**src/rtl/wgt_load_ctrl_if.sv**
```systemverilog
// Weight stream interface between the weight SRAM reader (master) and the
// weight-load sequencer (slave). Signed 8-bit weights with valid/ready.
interface wgt_load_ctrl_if;
  logic signed [7:0] s_wgt_data;
  logic              s_wgt_valid;
  logic              s_wgt_ready;

  modport master (
    output s_wgt_data,
    output s_wgt_valid,
    input  s_wgt_ready
  );

  modport slave (
    input  s_wgt_data,
    input  s_wgt_valid,
    output s_wgt_ready
  );
endinterface

```
**src/rtl/wgt_load_ctrl.sv**
```systemverilog
// Weight-load sequencer: takes ROWS*COLS signed weights over a valid/ready
// stream and drives the shared weight bus plus a one-hot read strobe so that
// weight k lands in PE k (raster order), then pulses done.
// Optional feature: define WGT_LOAD_PERF_EN to add the 16-bit stall_cnt port
// counting valid-low cycles while loading.
module wgt_load_ctrl #(
  parameter int ROWS = 4,
  parameter int COLS = 4
) (
  input  logic                    clk,
  input  logic                    rstn,
  input  logic                    start,
  input  logic                    abort,
  wgt_load_ctrl_if.slave          s_wgt,
  output logic signed [7:0]       wgt_bus,
  output logic [ROWS*COLS-1:0]    wgt_read,
  output logic                    busy,
  output logic                    done
`ifdef WGT_LOAD_PERF_EN
  ,
  output logic [15:0]             stall_cnt
`endif
);

  localparam int N     = ROWS * COLS;
  localparam int IDX_W = (N > 1) ? $clog2(N) : 1;

  typedef enum logic [1:0] {
    IDLE  = 2'd0,
    LOAD  = 2'd1,
    DRAIN = 2'd2
  } state_t;

  state_t            state;
  state_t            state_next;
  logic [IDX_W-1:0]  idx;
  logic [IDX_W-1:0]  idx_next;
  logic [N-1:0]      read_q;
  logic [N-1:0]      one_hot_base;
  logic signed [7:0] bus_q;
  logic              done_q;
  logic              handshake;
  logic              start_ok;
  logic              abort_ok;
  logic              last_idx;

  assign one_hot_base = {{(N-1){1'b0}}, 1'b1};

  // Abort only matters while a load is active and always beats a handshake;
  // start is accepted only in IDLE and loses to a simultaneous abort.
  assign abort_ok  = abort && (state != IDLE);
  assign start_ok  = start && !abort && (state == IDLE);
  assign handshake = (state == LOAD) && s_wgt.s_wgt_valid && !abort;
  assign last_idx  = (idx == IDX_W'(N - 1));

  // Next-state and index logic.
  always_comb begin
    state_next = state;
    idx_next   = idx;
    case (state)
      IDLE: begin
        if (start_ok) begin
          state_next = LOAD;
          idx_next   = '0;
        end
      end
      LOAD: begin
        if (abort) begin
          state_next = IDLE;
        end else if (s_wgt.s_wgt_valid) begin
          if (last_idx) begin
            state_next = DRAIN;
          end else begin
            idx_next = idx + 1'b1;
          end
        end
      end
      DRAIN: begin
        state_next = IDLE;
      end
      default: begin
        state_next = IDLE;
      end
    endcase
  end

  // State and index registers.
  always_ff @(posedge clk or negedge rstn) begin
    if (!rstn) begin
      state <= IDLE;
      idx   <= '0;
    end else begin
      state <= state_next;
      idx   <= idx_next;
    end
  end

  // Data path: latch the accepted weight onto the bus and raise PE k's strobe
  // for the following cycle; done fires in the IDLE cycle after a clean DRAIN.
  always_ff @(posedge clk or negedge rstn) begin
    if (!rstn) begin
      bus_q  <= '0;
      read_q <= '0;
      done_q <= 1'b0;
    end else begin
      if (handshake) begin
        bus_q  <= s_wgt.s_wgt_data;
        read_q <= one_hot_base << idx;
      end else begin
        read_q <= '0;
      end
      done_q <= (state == DRAIN) && !abort;
    end
  end

`ifdef WGT_LOAD_PERF_EN
  // Stall counter: cleared by an accepted start, counts valid-low LOAD cycles
  // (not the abort cycle) and saturates instead of wrapping.
  always_ff @(posedge clk or negedge rstn) begin
    if (!rstn) begin
      stall_cnt <= '0;
    end else if (start_ok) begin
      stall_cnt <= '0;
    end else if ((state == LOAD) && !s_wgt.s_wgt_valid && !abort &&
                 (stall_cnt != 16'hFFFF)) begin
      stall_cnt <= stall_cnt + 16'd1;
    end
  end
`endif

  // A pending strobe is suppressed in the abort cycle so the PE never latches.
  assign wgt_read          = abort_ok ? '0 : read_q;
  assign wgt_bus           = bus_q;
  assign done              = done_q;
  assign busy              = (state != IDLE);
  assign s_wgt.s_wgt_ready = (state == LOAD);

endmodule

```
**src/flat_wrapper.sv**
```systemverilog
// flat-port wrapper written by rule: the top's interface ports become plain ports
module wgt_load_ctrl_flat 
#(
  parameter int ROWS = 4,
  parameter int COLS = 4
)
  (clk, rstn, start, abort, wgt_bus, wgt_read, busy, done, s_wgt_s_wgt_data, s_wgt_s_wgt_valid, s_wgt_s_wgt_ready);
  wgt_load_ctrl_if s_wgt_i ();
  input  logic clk;
  input  logic rstn;
  input  logic start;
  input  logic abort;
  output logic signed [7:0] wgt_bus;
  output logic [ROWS*COLS-1:0] wgt_read;
  output logic busy;
  output logic done;
  input wire logic [$bits(s_wgt_i.s_wgt_data)-1:0] s_wgt_s_wgt_data;
  input wire logic [$bits(s_wgt_i.s_wgt_valid)-1:0] s_wgt_s_wgt_valid;
  output wire logic [$bits(s_wgt_i.s_wgt_ready)-1:0] s_wgt_s_wgt_ready;
  assign s_wgt_i.s_wgt_data = s_wgt_s_wgt_data;
  assign s_wgt_i.s_wgt_valid = s_wgt_s_wgt_valid;
  assign s_wgt_s_wgt_ready = s_wgt_i.s_wgt_ready;
  wgt_load_ctrl #(.ROWS(ROWS), .COLS(COLS)) u_core (.clk(clk), .rstn(rstn), .start(start), .abort(abort), .s_wgt(s_wgt_i), .wgt_bus(wgt_bus), .wgt_read(wgt_read), .busy(busy), .done(done));
endmodule
```
**config.mk**
```make
export PLATFORM = sky130hd
export DESIGN_NAME = wgt_load_ctrl_flat
export DESIGN_NICKNAME = d
export VERILOG_FILES = /design/src/rtl/wgt_load_ctrl_if.sv /design/src/rtl/wgt_load_ctrl.sv /design/src/flat_wrapper.sv
export SDC_FILE = /design/constraint.sdc
export NUM_CORES = 1
export LEC_CHECK = 0
export ABC_AREA = 0
export CAP_MARGIN = 20
export CORE_MARGIN = 2
export CORE_UTILIZATION = 42
export CTS_CLUSTER_DIAMETER = 80
export DETAILED_ROUTE_END_ITERATION = 8
export PLACE_DENSITY_LB_ADDON = 0.3
export SYNTH_ARGS = -nofsm -noshare
export SYNTH_HDL_FRONTEND = slang
export SYNTH_SLANG_ARGS = --single-unit
```
**constraint.sdc**
```tcl
create_clock -name clk -period 1.5 [get_ports clk]
set_input_delay 0.225 -clock clk [delete_from_list [all_inputs] [get_ports clk]]
set_output_delay 0.225 -clock clk [all_outputs]
set_load 0.1 [all_outputs]
```
==> metrics.txt, run 1 <==
Yosys Warn Count 0; Setup crit start kind register; Worst Path Max Fanout 8; Cells after Synth 131; combinational share of power 42.0%; crit path from u_core.state[1]; largest net degree at the start of global routing 32; relative slew slack about three quarters; num rows 20; H-tree levels 2; WL final ~3500 µm; Hold Vio Cnt, Final 0; Syn Std Cell Area 0.001370 mm²; Fill cells 190; arrival time worst endpoint 1.57 ns; Reg-to-Reg Start u_core.state[1]; Final Critical Period 1.798 ns; Final WS setup -0.2980 ns; Die ar. 0.003735 mm²; Distinct cells, synth 27; Vias 1,138; initial DRC count 17; WL/cell around 15 µm; sequential-to-total area share from yosys stat between 50% and 60%; Power Density 1074 mW/mm²; IO buf count 39; Placed Cells 219; Sw Pwr 1.046 mW; most common cell after layout, fill and taps aside nand2_1; worst hold slack 0.2730 ns; Syn-to-layout area delta 74.34%; Longest Clk Path Bufs 2; max-slew violation count 0; vias per cell 4.884; worst vdd ir 1094 µV; clock skew between 0.006 and 0.007 ns; Finished Layout Cells roughly 230; IO Pins 40; Placeable Area just over 0.003 mm²; fraction of layout cells with a size suffix above 1 43.92%; Setup-failing EPs final 30; Worst path slowest cell dfrtp_1; gpl congestion 0.8956; global-route wire length before repair 5457 µm; P_leak 1.137 nW; nets between 200 and 250; Slew @ Worst Pin slightly below 0.4 ns; RSZ-0062 raised after global routing true; Crit Path Category reg -> out; max incr delay on CP just over 0.4 ns; CTS tree done; failing checks setup timing; Detail Route Antenna Nets 0; drt first pass iters 5; Vert. Die Dim 61.12 µm; Die Span X 61.12 µm; worst hold path class in -> async; status complete, but fails checks; Fmax 556.2 MHz; Mapped Avg Cell Area between 10 and 15 µm²; WP data required around 1.3 ns; Sink Count 31; Initial Util 44.51%; DRC errors left 0; worst reg2reg endpoint u_core.idx[3]; synthesis-stage register bit count 31; Final HPWL DP approximately 2200 µm; CTS buffer count 5; GRT Overall Usage 20.77%; sequential share of power 38.6%; worst reg-to-reg setup slack -0.19 ns; ranking of synthesized cells by area dfrtp_1, nand2_1, and2_1; most frequent cells in the layout nand2_1, dfrtp_1, buf_12; Yosys top cell area share between 50 and 60%; CTS root buf clkbuf_4; Overflow after GRT 0; largest area contributor in the netlist dfrtp_1; initial antenna violation count 0; crit-path cells buf_6 -> or2_4 -> nand2_4 -> and2_4 -> buf_12; Int Pwr roughly 1.5 mW; total of max-cap violations 0; part of the power in the clock network between 15 and 20%; Ant. Diodes 0; switching share of power 40.78%; vias in the first global route between 1,000 and 1,500; Final Cycle Share 119.9%; CP Capture Type output pin; clk slew on worst S/H paths approximately 0.09 ns; cts-stage hold buffer count 0; cells on worst reg2reg path 4; Clock Latency Late Sink ~0.34 ns; Mapped Nets 150
-- worst max-delay path by stage --
stage | to | slack (ns)
finish | wgt_read[7] | -0.30
global route | wgt_read[10] | -0.35
CTS | wgt_read[14] | -0.31
detailed placement | u_core.idx[3] | -0.41
global placement | u_core.idx[3] | -0.34
floorplan | wgt_read[0] | -0.09
-- critical path: cells and delay by family (launching register included) --
family,cells,cell delay [ns]
AND/OR/NAND/NOR,3,0.54
flip-flops,1,0.41
buffers and inverters,2,0.28
-- cells in the mapped netlist, drive strengths merged --
cell,n
nor2,10
and2,16
mux2i,1
o31ai,1
and3,3
nand4,1
nor3b,3
ha,6
or2,1
and2b,1
nor3,3
or4bb,1
clkbuf,5
inv,3
a2bb2oi,1
nand3b,1
a2111oi,1
a31o,1
nand3,2
and4bb,1
a21bo,1
nand2b,1
dfrtp,31
or4b,1
o21ai,1
nand2,33
buf,1
-- layout make-up --
type,count,area (µm²),share of cell area [%]
clock inverters,1,5.005,0.2095
flip-flops and latches,31,775.7,32.48
clock buffers,6,51.30,2.148
multi-input cells,92,659.4,27.61
well taps,44,55.05,2.305
repair buffers,56,830.8,34.78
inverters,3,11.26,0.4715
-- flip-flops by register name, summed over array words and instances, names as in the netlist --
signal          count
u_core.done         1
u_core.idx          4
u_core.read_q      16
u_core.state        2
u_core.wgt_bus      8
-- stage by stage --
step	setup TNS (ns)	total power, mW	utilization [%]	cell area (µm²)	setup slack (ns)
after detailed placement	-7.858	2.030	71.18	2191	-0.4090
after CTS	-5.703	2.550	76.10	2342	-0.3135
after floorplan	-1.460	1.596	-	1426	-0.09406
after global routing	-7.811	2.661	77.60	2389	-0.3488
final	-6.515	2.564	77.60	2389	-0.2980
after global placement	-5.301	2.010	71.18	2191	-0.3365
-- metal layers --
metal,up-vias,GRT usage (%),share of wire (%)
met2,37,33.43,55
li1,542,-,-
met5,-,0,0
met1,551,26.09,38
met4,0,8.385,2.0
met3,8,6.513,4.4
-- what timing repair did --
action,CTS,global route
pin swaps,6,2
hold endpoints to repair,0,0
resized for setup,14,6
endpoints found under the setup margin,19,36
setup buffers,2,3
cloned,2,0
-- logic make-up (layout without fill, tap and decap cells) --
kind of cell | count (synthesis) | after routing | synth area share [%]
mux | 1 | 1 | 0.7306
fa+ha+maj | 6 | 6 | 5.479
buf+inv | 9 | 66 | 2.557
simple gates | 78 | 79 | 29.22
flops | 31 | 31 | 56.62
compound gates | 6 | 6 | 5.388
-- power by group through the flow --
stage | Sequential, mW | Clock, mW | Combinational (mW)
2_1_floorplan | 1.38 | 0 | 0.211
3_3_place_gp | 1.00 | 0 | 1.01
3_5_place_dp | 1.01 | 0 | 1.02
4_1_cts | 0.989 | 0.502 | 1.06
5_1_grt | 1.00 | 0.546 | 1.12
6_report | 0.990 | 0.496 | 1.08
Power figures use the tool's default switching activity.
==> run 2: changes to the inputs <==
- CTS_CLUSTER_DIAMETER: 80 -> unset
==> results of run 2 <==
The final DEF is identical to that of run 1; final timing and power are the same.
==> run 3: changes to the inputs <==
- CORE_UTILIZATION: 42 -> 45
- clock period: 1.5 -> 1.9 ns (I/O delays scaled with it)
==> run 3 against run 2 <==
Against the previous run:
- the flow now finishes without violations
- first-iteration DRC count up 88%
- largest cell class is now registers
- worst setup slack better by 0.36 ns
- design area down 13%
==> metrics.txt, run 3 (synthesized netlist as in run 1, its figures left out) <==
most frequent cells in the layout nand2_1, dfrtp_1, buf_12; Overflow after GRT 0; max-slew violation count 0; WP data required 1.62 ns; WL/cell 11.86 µm; IO Pins 40; WL final 2478 µm; Vias 1,033; Fill cells 246; Slew @ Worst Pin 0.3660 ns; GRT Overall Usage 17.17%; worst reg-to-reg setup slack roughly 0.30 ns; Worst Path Max Fanout 16; setup_tns 0 ns; Final Cycle Share 96.61%; status finished, final reports clean; Setup crit end wgt_read[3]; CTS buffer count 5; Reg-to-Reg Start u_core.state[1]; Final WS setup 0.06436 ns; crit path from u_core.state[1]; CP Capture Type output pin; relative slew slack 75.60%; Crit Path Category reg -> out; worst hold path class in -> async; Hold Vio Cnt, Final 0; global-route wire length before repair 4340 µm; worst vdd ir 726.7 µV; Ant. Diodes 0; vias in the first global route 982; cts-stage hold buffer count 0; Clock Latency Late Sink 0.33 ns; H-tree levels 2; RSZ-0062 raised after global routing false; nets 194; Initial Util 46.01%; Placeable Area between 0.002 and 0.003 mm²; gpl congestion 0.8131; clock skew 0.007353 ns; initial DRC count 32; clk slew on worst S/H paths 0.09 ns; Setup-failing EPs final 0; Setup crit start kind register; CTS root buf clkbuf_4; worst reg2reg endpoint u_core.idx[3]; arrival time worst endpoint 1.55 ns; Vert. Die Dim between 50 and 60 µm; vias per cell 4.943; fraction of layout cells with a size suffix above 1 approximately a third; most common cell after layout, fill and taps aside nand2_1; Largest register FFs 16; drt first pass iters 4; largest net degree at the start of global routing 32; Sink Count 31; Die Span X approximately 60 µm; IO buf count 39; cells on worst reg2reg path 3; Final HPWL DP 1918 µm; total of max-cap violations 0; num rows 20; CTS tree done; Final Critical Period 1.836 ns; DRC errors left 0; Power Density ~860 mW/mm²; Most flops, register u_core.read_q; Fmax approximately 540 MHz; Syn-to-layout area delta 50.87%; Longest Clk Path Bufs 2; Die ar. 0.003502 mm²; P_leak approximately 1 nW; pre-CTS setup slack -0.04295 ns; Detail Route Antenna Nets 0; initial antenna violation count 0
-- run 3: critical path, stage by stage (launching register included) --
cell and delay (ns):
dfrtp_1 0.44, or2_4 0.31, nand2_8 0.12, and2_2 0.18, buf_12 0.17
-- run 3: timing repair --
action | in CTS | in global routing
cloned | 0 | 0
endpoints found under the setup margin | 16 | 8
setup buffers | 0 | 0
gates resized for setup | 2 | 1
endpoints found under the hold margin | 0 | 0
-- run 3: layer usage --
| layer | global-route usage [%] | up-vias | share of wire [%] |
|---|---|---|---|
| met3 | 6.550 | 5 | 4.1 |
| met4 | 7.792 | 0 | 2.0 |
| met5 | 0 | - | 0 |
| met2 | 27.94 | 22 | 53 |
| met1 | 20.09 | 495 | 41 |
| li1 | - | 511 | - |
-- run 3: how the worst min path moves through the flow --
stage | to | cells past startpoint | startpoint | slack [ns]
after floorplan | u_core.done | 0 | rstn | -0.01
after global placement | u_core.wgt_bus[6] | 2 | u_core.wgt_bus[6] | 0.46
after detailed placement | u_core.wgt_bus[6] | 2 | u_core.wgt_bus[6] | 0.46
after CTS | u_core.state[0] | 2 | rstn | 0.33
after global routing | u_core.read_q[9] | 2 | rstn | 0.36
final | u_core.state[0] | 2 | rstn | 0.32
-- run 3: final cells by class --
type                            instances  area (µm²)  share of cell area, %
Clock inverter                          1       5.005                 0.2421
Clock buffer                            7       45.04                  2.179
Timing Repair Buffer                   43       578.1                  27.97
Inverter                                3       11.26                 0.5448
Multi-Input combinational cell         91       610.6                  29.54
Sequential cell                        31       775.7                  37.53
Tap cell                               33       41.29                  1.998
-- run 3: through the flow --
step           instance area, µm²  hold WS (ns)  std cells  util (%)  total power, mW
6_report                     2067        0.3190        209     69.41            1.782
3_5_place_dp                 2001        0.4648        201     67.18            1.438
2_1_floorplan                1405      -0.01059        131         -            1.254
4_1_cts                      2058        0.3296        209     69.12            1.797
5_1_grt                      2067        0.3598        209     69.41            1.876
3_3_place_gp                 2001        0.4608        201     67.18            1.424
-- run 3: power by group --
part / total, mW / switching, mW / internal (mW)
registers: 0.754 / 0.0364 / 0.717
clock network: 0.355 / 0.211 / 0.144
logic: 0.674 / 0.513 / 0.161
